===== src/rtl/mem_arbiter.sv =====
// Round-robin arbiter sharing one single-port memory between instruction fetch
// and load/store. It serialises accesses and returns read data to the owner.
module mem_arbiter #(
  parameter int ADDR_WIDTH  = 8,
  parameter int DATA_WIDTH  = 16,
  parameter int MEM_LATENCY = 1
) (
  input  logic                  clock,
  input  logic                  reset,
  input  logic                  fetch_req,
  input  logic [ADDR_WIDTH-1:0] fetch_addr,
  output logic                  fetch_ack,
  output logic [DATA_WIDTH-1:0] fetch_rdata,
  input  logic                  data_req,
  input  logic                  data_we,
  input  logic [ADDR_WIDTH-1:0] data_addr,
  input  logic [DATA_WIDTH-1:0] data_wdata,
  output logic                  data_ack,
  output logic [DATA_WIDTH-1:0] data_rdata,
  output logic                  mem_en,
  output logic                  mem_we,
  output logic [ADDR_WIDTH-1:0] mem_addr,
  output logic [DATA_WIDTH-1:0] mem_wdata,
  input  logic [DATA_WIDTH-1:0] mem_rdata,
  output logic                  busy
);

  typedef enum logic [1:0] {IDLE, ISSUE, WAIT, RESP} state_e;

  state_e                state_q, state_d;
  logic                  owner_q, owner_d;           // 1 = load/store path
  logic                  last_grant_q, last_grant_d; // 1 = load/store path
  logic                  we_q, we_d;
  logic [2:0]            cnt_q, cnt_d;
  logic                  mem_en_q, mem_en_d;
  logic                  mem_we_q, mem_we_d;
  logic [ADDR_WIDTH-1:0] mem_addr_q, mem_addr_d;
  logic [DATA_WIDTH-1:0] mem_wdata_q, mem_wdata_d;
  logic                  fetch_ack_q, fetch_ack_d;
  logic                  data_ack_q, data_ack_d;
  logic [DATA_WIDTH-1:0] fetch_rdata_q, fetch_rdata_d;
  logic [DATA_WIDTH-1:0] data_rdata_q, data_rdata_d;
  logic                  busy_q, busy_d;
  logic                  grant_data;

  always_comb begin
    state_d       = state_q;
    owner_d       = owner_q;
    last_grant_d  = last_grant_q;
    we_d          = we_q;
    cnt_d         = cnt_q;
    mem_en_d      = 1'b0;
    mem_we_d      = 1'b0;
    mem_addr_d    = mem_addr_q;
    mem_wdata_d   = mem_wdata_q;
    fetch_ack_d   = 1'b0;
    data_ack_d    = 1'b0;
    fetch_rdata_d = fetch_rdata_q;
    data_rdata_d  = data_rdata_q;
    busy_d        = busy_q;
    grant_data    = 1'b0;
    case (state_q)
      IDLE: begin
        if (fetch_req || data_req) begin
          // Under contention the side that did not win last time gets the port.
          grant_data   = data_req && (!fetch_req || !last_grant_q);
          owner_d      = grant_data;
          last_grant_d = grant_data;
          we_d         = grant_data && data_we;
          mem_addr_d   = grant_data ? data_addr : fetch_addr;
          if (grant_data) mem_wdata_d = data_wdata;
          mem_en_d     = 1'b1;
          mem_we_d     = grant_data && data_we;
          busy_d       = 1'b1;
          state_d      = ISSUE;
        end
      end
      ISSUE: begin
        if (we_q) begin
          data_ack_d = owner_q;
          state_d    = RESP;
        end else begin
          cnt_d   = 3'(MEM_LATENCY);
          state_d = WAIT;
        end
      end
      WAIT: begin
        if (cnt_q == 3'd1) begin
          if (owner_q) data_rdata_d = mem_rdata;
          else         fetch_rdata_d = mem_rdata;
          fetch_ack_d = !owner_q;
          data_ack_d  = owner_q;
          state_d     = RESP;
        end else begin
          cnt_d = cnt_q - 3'd1;
        end
      end
      RESP: begin
        busy_d  = 1'b0;
        state_d = IDLE;
      end
      default: state_d = IDLE;
    endcase
  end

  always_ff @(posedge clock) begin
    if (reset) begin
      state_q       <= IDLE;
      owner_q       <= 1'b0;
      last_grant_q  <= 1'b1;
      we_q          <= 1'b0;
      cnt_q         <= '0;
      mem_en_q      <= 1'b0;
      mem_we_q      <= 1'b0;
      mem_addr_q    <= '0;
      mem_wdata_q   <= '0;
      fetch_ack_q   <= 1'b0;
      data_ack_q    <= 1'b0;
      fetch_rdata_q <= '0;
      data_rdata_q  <= '0;
      busy_q        <= 1'b0;
    end else begin
      state_q       <= state_d;
      owner_q       <= owner_d;
      last_grant_q  <= last_grant_d;
      we_q          <= we_d;
      cnt_q         <= cnt_d;
      mem_en_q      <= mem_en_d;
      mem_we_q      <= mem_we_d;
      mem_addr_q    <= mem_addr_d;
      mem_wdata_q   <= mem_wdata_d;
      fetch_ack_q   <= fetch_ack_d;
      data_ack_q    <= data_ack_d;
      fetch_rdata_q <= fetch_rdata_d;
      data_rdata_q  <= data_rdata_d;
      busy_q        <= busy_d;
    end
  end

  assign fetch_ack   = fetch_ack_q;
  assign fetch_rdata = fetch_rdata_q;
  assign data_ack    = data_ack_q;
  assign data_rdata  = data_rdata_q;
  assign mem_en      = mem_en_q;
  assign mem_we      = mem_we_q;
  assign mem_addr    = mem_addr_q;
  assign mem_wdata   = mem_wdata_q;
  assign busy        = busy_q;

endmodule

===== config.mk =====
export PLATFORM = sky130hd
export DESIGN_NAME = mem_arbiter
export DESIGN_NICKNAME = d
export VERILOG_FILES = /design/src/rtl/mem_arbiter.sv
export SDC_FILE = /design/constraint.sdc
export NUM_CORES = 1
export LEC_CHECK = 0
export ABC_CLOCK_PERIOD_IN_PS = 1700
export CORE_MARGIN = 3
export CORE_UTILIZATION = 43
export CTS_CLUSTER_SIZE = 14
export DETAILED_ROUTE_END_ITERATION = 7
export PLACE_DENSITY = 0.81
export SYNTH_ARGS = -nofsm -noshare
export SYNTH_HDL_FRONTEND = slang
export SYNTH_SLANG_ARGS = --single-unit

===== constraint.sdc =====
create_clock -name clock -period 1.7 [get_ports clock]
set_input_delay 0.255 -clock clock [delete_from_list [all_inputs] [get_ports clock]]
set_output_delay 0.255 -clock clock [all_outputs]
set_load 0.05 [all_outputs]

======== After elaboration in Yosys (flattened, before gate mapping) ========
Index checks and enable logic that the tools add are counted.
Widths: inputs -> output; s select.
cells by class
  reduce and logical (&&, ||, !) cells .... 20
  mux-type cells .......................... 14
  bitwise operators ....................... 5
  add/sub/neg operators ................... 1
  eq/ne operators ......................... 8
operators by type and width
  operator             count
  $reduce_and 3->1     4
  $mux 8               1
  $ne 2x2->1 const B   4
  $pmux 2 s4           1
  $mux 3               2
  $pmux 3 s2           1
  $reduce_and 2->1     3
  $reduce_or 3->1      2
  $mux 1               5
  $not 1->1            5
  $eq 2x2->1 const B   2
  $mux 2               2
  $pmux 1 s2           2
  $reduce_bool 2->1    2
  $eq 3x1->1 const B   1
  $logic_not 1->1      3
  $sub 3x1->3 const B  1
  $eq 2x1->1 const B   1
  $logic_and 1x1->1    2
  $logic_not 2->1      1
  $logic_or 1x1->1     2
  $reduce_or 2->1      1
word-level totals
  flip-flop bits (word level) ............. 69
  output and inout port bits .............. 61

======== Longest topological paths before layout ========
Gate-level depths: netlist (run 1).
  depth after elaboration ................. 4
  mapped depth ............................ 8
  mapped depth without buffers ............ 6

======== Worst setup path before layout (run 1) ========
Ideal clock, no wire load.
  path type ............................... flip-flop to flip-flop
  start ................................... reg state_q[0]
  end ..................................... reg data_rdata_q[10], in the netlist data_rdata[10]
  arrival ................................. 1,390 ps
  slack ................................... 240 ps
  data required time ...................... 1,629 ps
  path buffers ............................ 2
  cell stages (with the launch flop) ...... 8
  setup time .............................. 71 ps
  clock period less this slack ............ 1,460 ps
  cell sequence ........................... dfxtp_1 > inv_1 > ha_1 > buf_2 > nand3_1 > buf_2 > nand2_1 > a21oi_2
between the ends
  word-level cells in the longest chain between the ends .. 2
ends and longest elaborated chain
  what                        line  source
  from (decl)                 30    state_e state_q, state_d;
  from (signal assigned)      123   state_q <= state_d;
  $eq 2x2->1                  62    case (state_q)
  $reduce_and 3->1 (no line)  -
  to (signal assigned)        135   data_rdata_q <= data_rdata_d;
  to (decl)                   42    logic [DATA_WIDTH-1:0] data_rdata_q, data_rdata_d;
No other way between the ends.
A chain may end at the register's enable or synchronous reset.

======== Worst setup path in the final report (run 1) ========
  start ................................... reg state_q[1]
  end ..................................... reg mem_addr_q[7], in the netlist mem_addr[7]
between the ends
  word-level cells in the longest chain between the ends .. 2
ends and longest elaborated chain
  what                        line  source
  $logic_not 2->1             62
  $reduce_and 2->1 (no line)  -
  to (signal assigned)        130   mem_addr_q <= mem_addr_d;
  to (decl)                   37    logic [ADDR_WIDTH-1:0] mem_addr_q, mem_addr_d;
No other way between the ends.

==> results of run 1 <==
[metal layers]
metal	GRT usage	share of wire	up-vias	wire length, um
met5	0	0	-	0
met2	0.3192	0.50	73	3420
met3	0.05323	0.073	7	502
met1	0.2051	0.42	1149	2839
met4	0.07082	0.010	0	68
li1	-	-	1280	-
[synth_stat cells (all sizes together) (2+ instances only)]
| cell | count | area (sq um) |
|---|---|---|
| ha | 8 | 100.1 |
| nor2 | 15 | 56.30 |
| nand2b | 3 | 26.27 |
| and3 | 2 | 12.51 |
| clkbuf | 4 | 15.01 |
| o21ai | 3 | 15.01 |
| nand3 | 2 | 10.01 |
| dfxtp | 69 | 1381 |
| inv | 4 | 15.01 |
| nand3b | 3 | 26.27 |
| buf | 16 | 112.6 |
| mux2i | 9 | 90.09 |
| nand2 | 102 | 382.9 |
| a21oi | 55 | 350.3 |
| nor2b | 3 | 26.27 |
| a211oi | 9 | 67.56 |
[where the power goes]
| group | switching (uW) | internal, uW |
|---|---|---|
| Combinational | 1330 | 816 |
| Clock | 620 | 984 |
| Sequential | 155 | 1850 |
[area by class of cell]
| class | instances | area (sq um) | share of cell area |
|---|---|---|---|
| clock buffer | 9 | 123.9 | 0.03003 |
| inverter | 4 | 15.01 | 0.003640 |
| tap | 75 | 93.84 | 0.02275 |
| sequential | 69 | 1381 | 0.3348 |
| clock inverter | 7 | 121.4 | 0.02942 |
| multi-input combinational | 225 | 1284 | 0.3112 |
| timing repair buffer | 124 | 1106 | 0.2681 |
[final timing paths]
path | start | depth (start not counted) | slack [ps] | to
worst max-delay path | state_q[1] | 6 | 210 | mem_addr[7]
worst min-delay path | reset | 2 | 300 | state_q[1]
worst max register to register | state_q[1] | 6 | 210 | mem_addr[7]
worst min register to register | data_rdata[4] | 2 | 460 | data_rdata[4]
[metrics by stage]
| step | std cells | hold slack (ps) | total power, uW |
|---|---|---|---|
| CTS | 513 | 300.7 | 5778 |
| finish | 513 | 304.3 | 5754 |
| detailed placement | 497 | 449.7 | 4166 |
| global placement | 497 | 442.6 | 4107 |
| floorplan | 318 | 391.0 | 3519 |
| global route | 513 | 320.4 | 6075 |
[sequential cells by signal, summed over array words and instances (netlist names)]
signal	cells
last_grant_q	1
busy	1
state_q	2
fetch_ack	1
mem_en	1
owner_q	1
data_ack	1
we_q	1
fetch_rdata	16
cnt_q	3
mem_we	1
data_rdata	16
mem_wdata	16
mem_addr	8
[kinds of logic after synthesis]
logic type | count (synthesis) | share of synthesized area
AOI/OAI and AO/OA | 74 | 0.1787
muxes | 9 | 0.03224
and+or+nand+nor | 134 | 0.2078
adders and majority gates | 8 | 0.03583
DFF | 69 | 0.4944
buffers and inverters | 24 | 0.05104
[repair_timing]
item                                    4_1_cts  5_1_grt
resized for setup                             0        4
hold buffers                                  0        0
endpoints found under the setup margin        0       24
setup buffers                                 0        0
==> summary.txt, run 1 <==
Clocking
  – CTS Buf Count: 9
  – Clock-pin slew of the registers on the worst-case setup and hold paths: 70 ps
  – Number of clock sinks: 69
  – CTS root buffer: clkbuf_8
  – H-tree Lvls: 3
  – Bufs on Longest Clock Path: 2
  – Clk_lat worst skew: 340 ps
  – CTS tree: yes

Power and ir drop
  – PD cells: 1395 mW/mm^2
  – Peak VDD IR: 0.8794 mV
  – P_leak: 0.001655 uW

Timing
  – RSZ-0062 raised after global routing: no
  – Final hold vios: 0
  – Skew final: 9.334 ps
  – Final Slew Violations: 0
  – Max_slew headroom: 0.7696
  – Setup TNS: 0 ps
  – Slew @ Worst Pin: 345.5 ps
  – Setup violations, final: 0
  – Final min period: 1495 ps
  – Final period utilization: 0.8792
  – Max Fclk: 669.1 MHz
  – PnR worst setup slack: 205.4 ps

Critical path
  – Buf/Inv on CP: 2
  – Critical path cell sequence: inv_1, ha_2, nor2b_1, buf_4, nor2_1, a211oi_1
  – Crit path DAT: 1730 ps
  – Peak fanout along the critical path: 17
  – Crit path max-delay family: flip-flops
  – Crit Path Category: flip-flop to flip-flop
  – CP Capture Type: flip-flop
  – Nature of the critical path startpoint: flip-flop
  – Worst EP required: 1930 ps
  – Crit path max-delay cell type: dfxtp_1
  – CP max stage delay: 380 ps

Logic synthesis
  – Mapped Nets: 379
  – Post-Synthesis Cells: 318
  – Synth Cell Area: 0.002794 sq mm
  – EDFF count, synth: 0
  – Average footprint of a synthesized cell: 8.786 sq um
  – Main synth FF type: dfxtp_1
  – Synth async-reset ratio: 0
  – Sequential fraction of the synthesis area: 0.4944
  – Unique masters post-synth: 35
  – Synth Warn #: 0
  – Seq cells post-synth: 69

Die
  – Die extent in y: 86.61 um
  – Die ar.: 0.007500 sq mm
  – Die W: 86.61 um
  – Placeable core area: 0.006096 sq mm
  – Initial Utilization: 0.4583
  – Std cell rows: 28
  – Ports: 114

Finish
  – Area delta synth->final: 47.65%
  – Fill cells: 514
  – Final core utilization: 0.6767
  – Antenna diodes: 0
  – Final instance area: 0.004125 sq mm
  – Share of post-route cells with drive strength above 1: 0.2740
  – Most frequent cells in the layout: nand2_1 (102), dfxtp_1 (69), buf_4 (68)
  – Nets: 494
  – Commonest non-fill, non-tap cell in the layout: nand2_1

Min path
  – Type of the tightest min-delay check: input port to flip-flop

Drt
  – Post-route DRC: 0
  – Total wire length: 6830 um
  – WL/cell: 13.31 um
  – DR vias: 2509
  – DRT Pass-1 Iters: 4
  – Initial DRC count: 63
  – Drt via density: 4.891
  – Final ANT Viol Nets: 0

GRT
  – Initial antenna violation count: 0
  – Number of global-route vias before repair: 2420
  – Grt ovf: 0
  – Gr usage total: 0.1813
  – Largest net degree at the start of global routing: 33
  – Global-route wire length before repair: 10870 um

Placement
  – Placement Cell Area: 0.003866 sq mm
  – Routability Congestion: 0.7304
  – Place WS: 67.10 ps
  – DP Wirelength: 4989 um
  – Port buffer count: 113

Job
  – Max-cap violation count: 0

Status
  – Outcome: finished clean
(Power assumes the default switching activity.)
==> inputs of run 2 (changes only) <==
Settings changed: CORE_ASPECT_RATIO from default to 1.4, CORE_UTILIZATION 43 to 50, DONT_BUFFER_PORTS from default to 1, PLACE_DENSITY 0.81 to default, PLACE_DENSITY_LB_ADDON from default to 0.12.
==> summary.txt, run 2 (same netlist as run 1, synthesis figures left out) <==
Die
  – Initial Utilization: 0.5296 (+0.07132)
  – Std cell rows: 31 (+11%)
  – Die extent in y: 94.45 um (+9.1%)
  – Placeable core area: 0.005275 sq mm (-13%)
  – Ports: 114 (unchanged)
  – Die ar.: 0.006533 sq mm (-13%)
  – Die W: 69.18 um (-20%)

Critical path
  – Worst EP required: 1970 ps (+40 ps)
  – CP max stage delay: 370 ps (about the same)
  – Crit path max-delay cell type: ha_1
  – Nature of the critical path startpoint: flip-flop
  – CP Capture Type: flip-flop
  – R2R depth: 6 (unchanged)
  – Reg-to-reg endpoint: fetch_rdata[11]
  – Critical path cell sequence: inv_1, ha_1, nor3b_4, buf_12, nand2_1, a21oi_2
  – FF-to-FF setup slack: 130 ps (-70 ps)
  – Critical Path End: fetch_rdata[11]
  – Crit Path Category: flip-flop to flip-flop
  – Critical R2R Launch: state_q[0]
  – Crit path DAT: 1840 ps (+110 ps)
  – Peak fanout along the critical path: 16 (-1)
  – Critical path origin: state_q[0]

Finish
  – Fill cells: 515 (+0.19%)
  – Most frequent cells in the layout: nand2_1 (102), dfxtp_1 (69), a21oi_1 (35)
  – Antenna diodes: 0 (unchanged)
  – Commonest non-fill, non-tap cell in the layout: nand2_1
  – Final instance area: 0.003007 sq mm (-27%)
  – Area delta synth->final: 7.613%
  – Area taken by multi-input logic gates: 0.001280 sq mm (-0.29%)
  – Share of post-route cells with drive strength above 1: 0.1505 (-0.1235)
  – Nets: 376 (-24%)
  – FF/Latch Area: 0.001381 sq mm (unchanged)

Power and ir drop
  – Peak VDD IR: 0.7705 mV (-12%)
  – PD cells: 1609 mW/mm^2 (+15%)
  – Total power: 4839 uW (-16%)
  – P_leak: 0.001063 uW (-36%)

Timing
  – Final hold vios: 9 (+9)
  – Min Hold Slack: -14.50 ps (-318.8 ps)
  – Skew final: 4.365 ps (-4.969 ps)
  – RSZ-0062 raised after global routing: no
  – Final Slew Violations: 0 (unchanged)
  – Setup violations, final: 0 (unchanged)
  – Final period utilization: 0.9225 (+0.04336)
  – Slew @ Worst Pin: 559.8 ps (+214.2 ps)
  – PnR worst setup slack: 131.7 ps (-73.71 ps)
  – Setup TNS: 0 ps (unchanged)
  – Final min period: 1568 ps (+73.71 ps)
  – Max_slew headroom: 0.6229 (-0.1468)
  – Max Fclk: 637.6 MHz (-4.7%)

GRT
  – Initial antenna violation count: 0 (unchanged)
  – Number of global-route vias before repair: 1993 (-18%)
  – Grt ovf: 0 (unchanged)
  – Largest net degree at the start of global routing: 69 (+110%)
  – Gr usage total: 0.1775 (-0.003795)
  – Global-route wire length before repair: 9156 um (-16%)

Drt
  – Initial DRC count: 98 (+56%)
  – Post-route DRC: 0 (unchanged)
  – DR vias: 2024 (-19%)
  – DRT Pass-1 Iters: 4 (unchanged)
  – WL/cell: 15.05 um (+13%)
  – Final ANT Viol Nets: 0 (unchanged)
  – Total wire length: 5794 um (-15%)
  – Drt via density: 5.257 (+7.5%)

Placement
  – Placement Cell Area: 0.002819 sq mm (-27%)
  – DP Wirelength: 3988 um (-20%)
  – Place WS: 93.38 ps (+26.29 ps)
  – Routability Congestion: 0.7022 (-3.9%)
  – Port buffer count: 0 (-100%)

Clocking
  – CTS root buffer: clkbuf_8
  – Clk_lat worst skew: 330 ps (about the same)
  – Number of clock sinks: 69 (unchanged)
  – H-tree Lvls: 3 (unchanged)
  – CTS Buf Count: 9 (unchanged)
  – CTS tree: yes
  – Bufs on Longest Clock Path: 2 (unchanged)
  – Clock-pin slew of the registers on the worst-case setup and hold paths: 70 ps (about the same)

Status
  – Outcome: complete, but fails checks
  – Failing checks: hold timing

Job
  – Max-cap violation count: 0 (unchanged)

Min path
  – Type of the tightest min-delay check: input port to flip-flop
-- run 2: worst min path at each step --
stage	start	to	slack [ps]	cells past startpoint
after floorplan	data_wdata[10]	mem_wdata[10]	390	2
after global placement	reset	fetch_rdata[6]	330	1
after detailed placement	reset	fetch_rdata[6]	330	1
after CTS	reset	fetch_rdata[8]	-40	1
after global routing	reset	fetch_rdata[11]	-40	1
final	reset	mem_wdata[10]	-10	1
-- run 2: per-stage QoR --
step	instances	utilization
floorplan	318	-
global placement	370	0.5344
detailed placement	370	0.5344
CTS	385	0.5681
global route	385	0.5700
finish	385	0.5700
-- run 2: layer usage --
layer	share of wire	GRT usage	vias up
met5	0	0	-
met4	0.025	0.1075	0
met3	0.073	0.05644	12
met2	0.50	0.3145	66
met1	0.40	0.1820	902
li1	-	-	1044
-- run 2: worst max-delay path, delay by kind of cell, from the launching register on --
kind,cells,cell delay [ps]
DFF,1,340
and+or+nand+nor,2,360
adders and majority gates,1,370
buffers and inverters,2,320
AOI/OAI and AO/OA,1,110
-- run 2: repair_timing --
item	in CTS	in global routing
hold endpoints to repair	66	66
buffers inserted	0	0
endpoints found under the setup margin	0	25
resized for setup	0	2
-- run 2: where the power goes --
part / switching [uW] / internal [uW] / total (uW)
logic: 599 / 445 / 1040
clock network: 548 / 640 / 1190
registers: 759 / 1850 / 2610
-- run 2: layout make-up --
class                   count  area share
well taps                  66     0.02747
clock buffers              14     0.05743
inverters                   4    0.004994
multi-input cells         225      0.4257
flip-flops and latches     69      0.4594
clock inverters             1    0.001665
repair buffers              6     0.02330
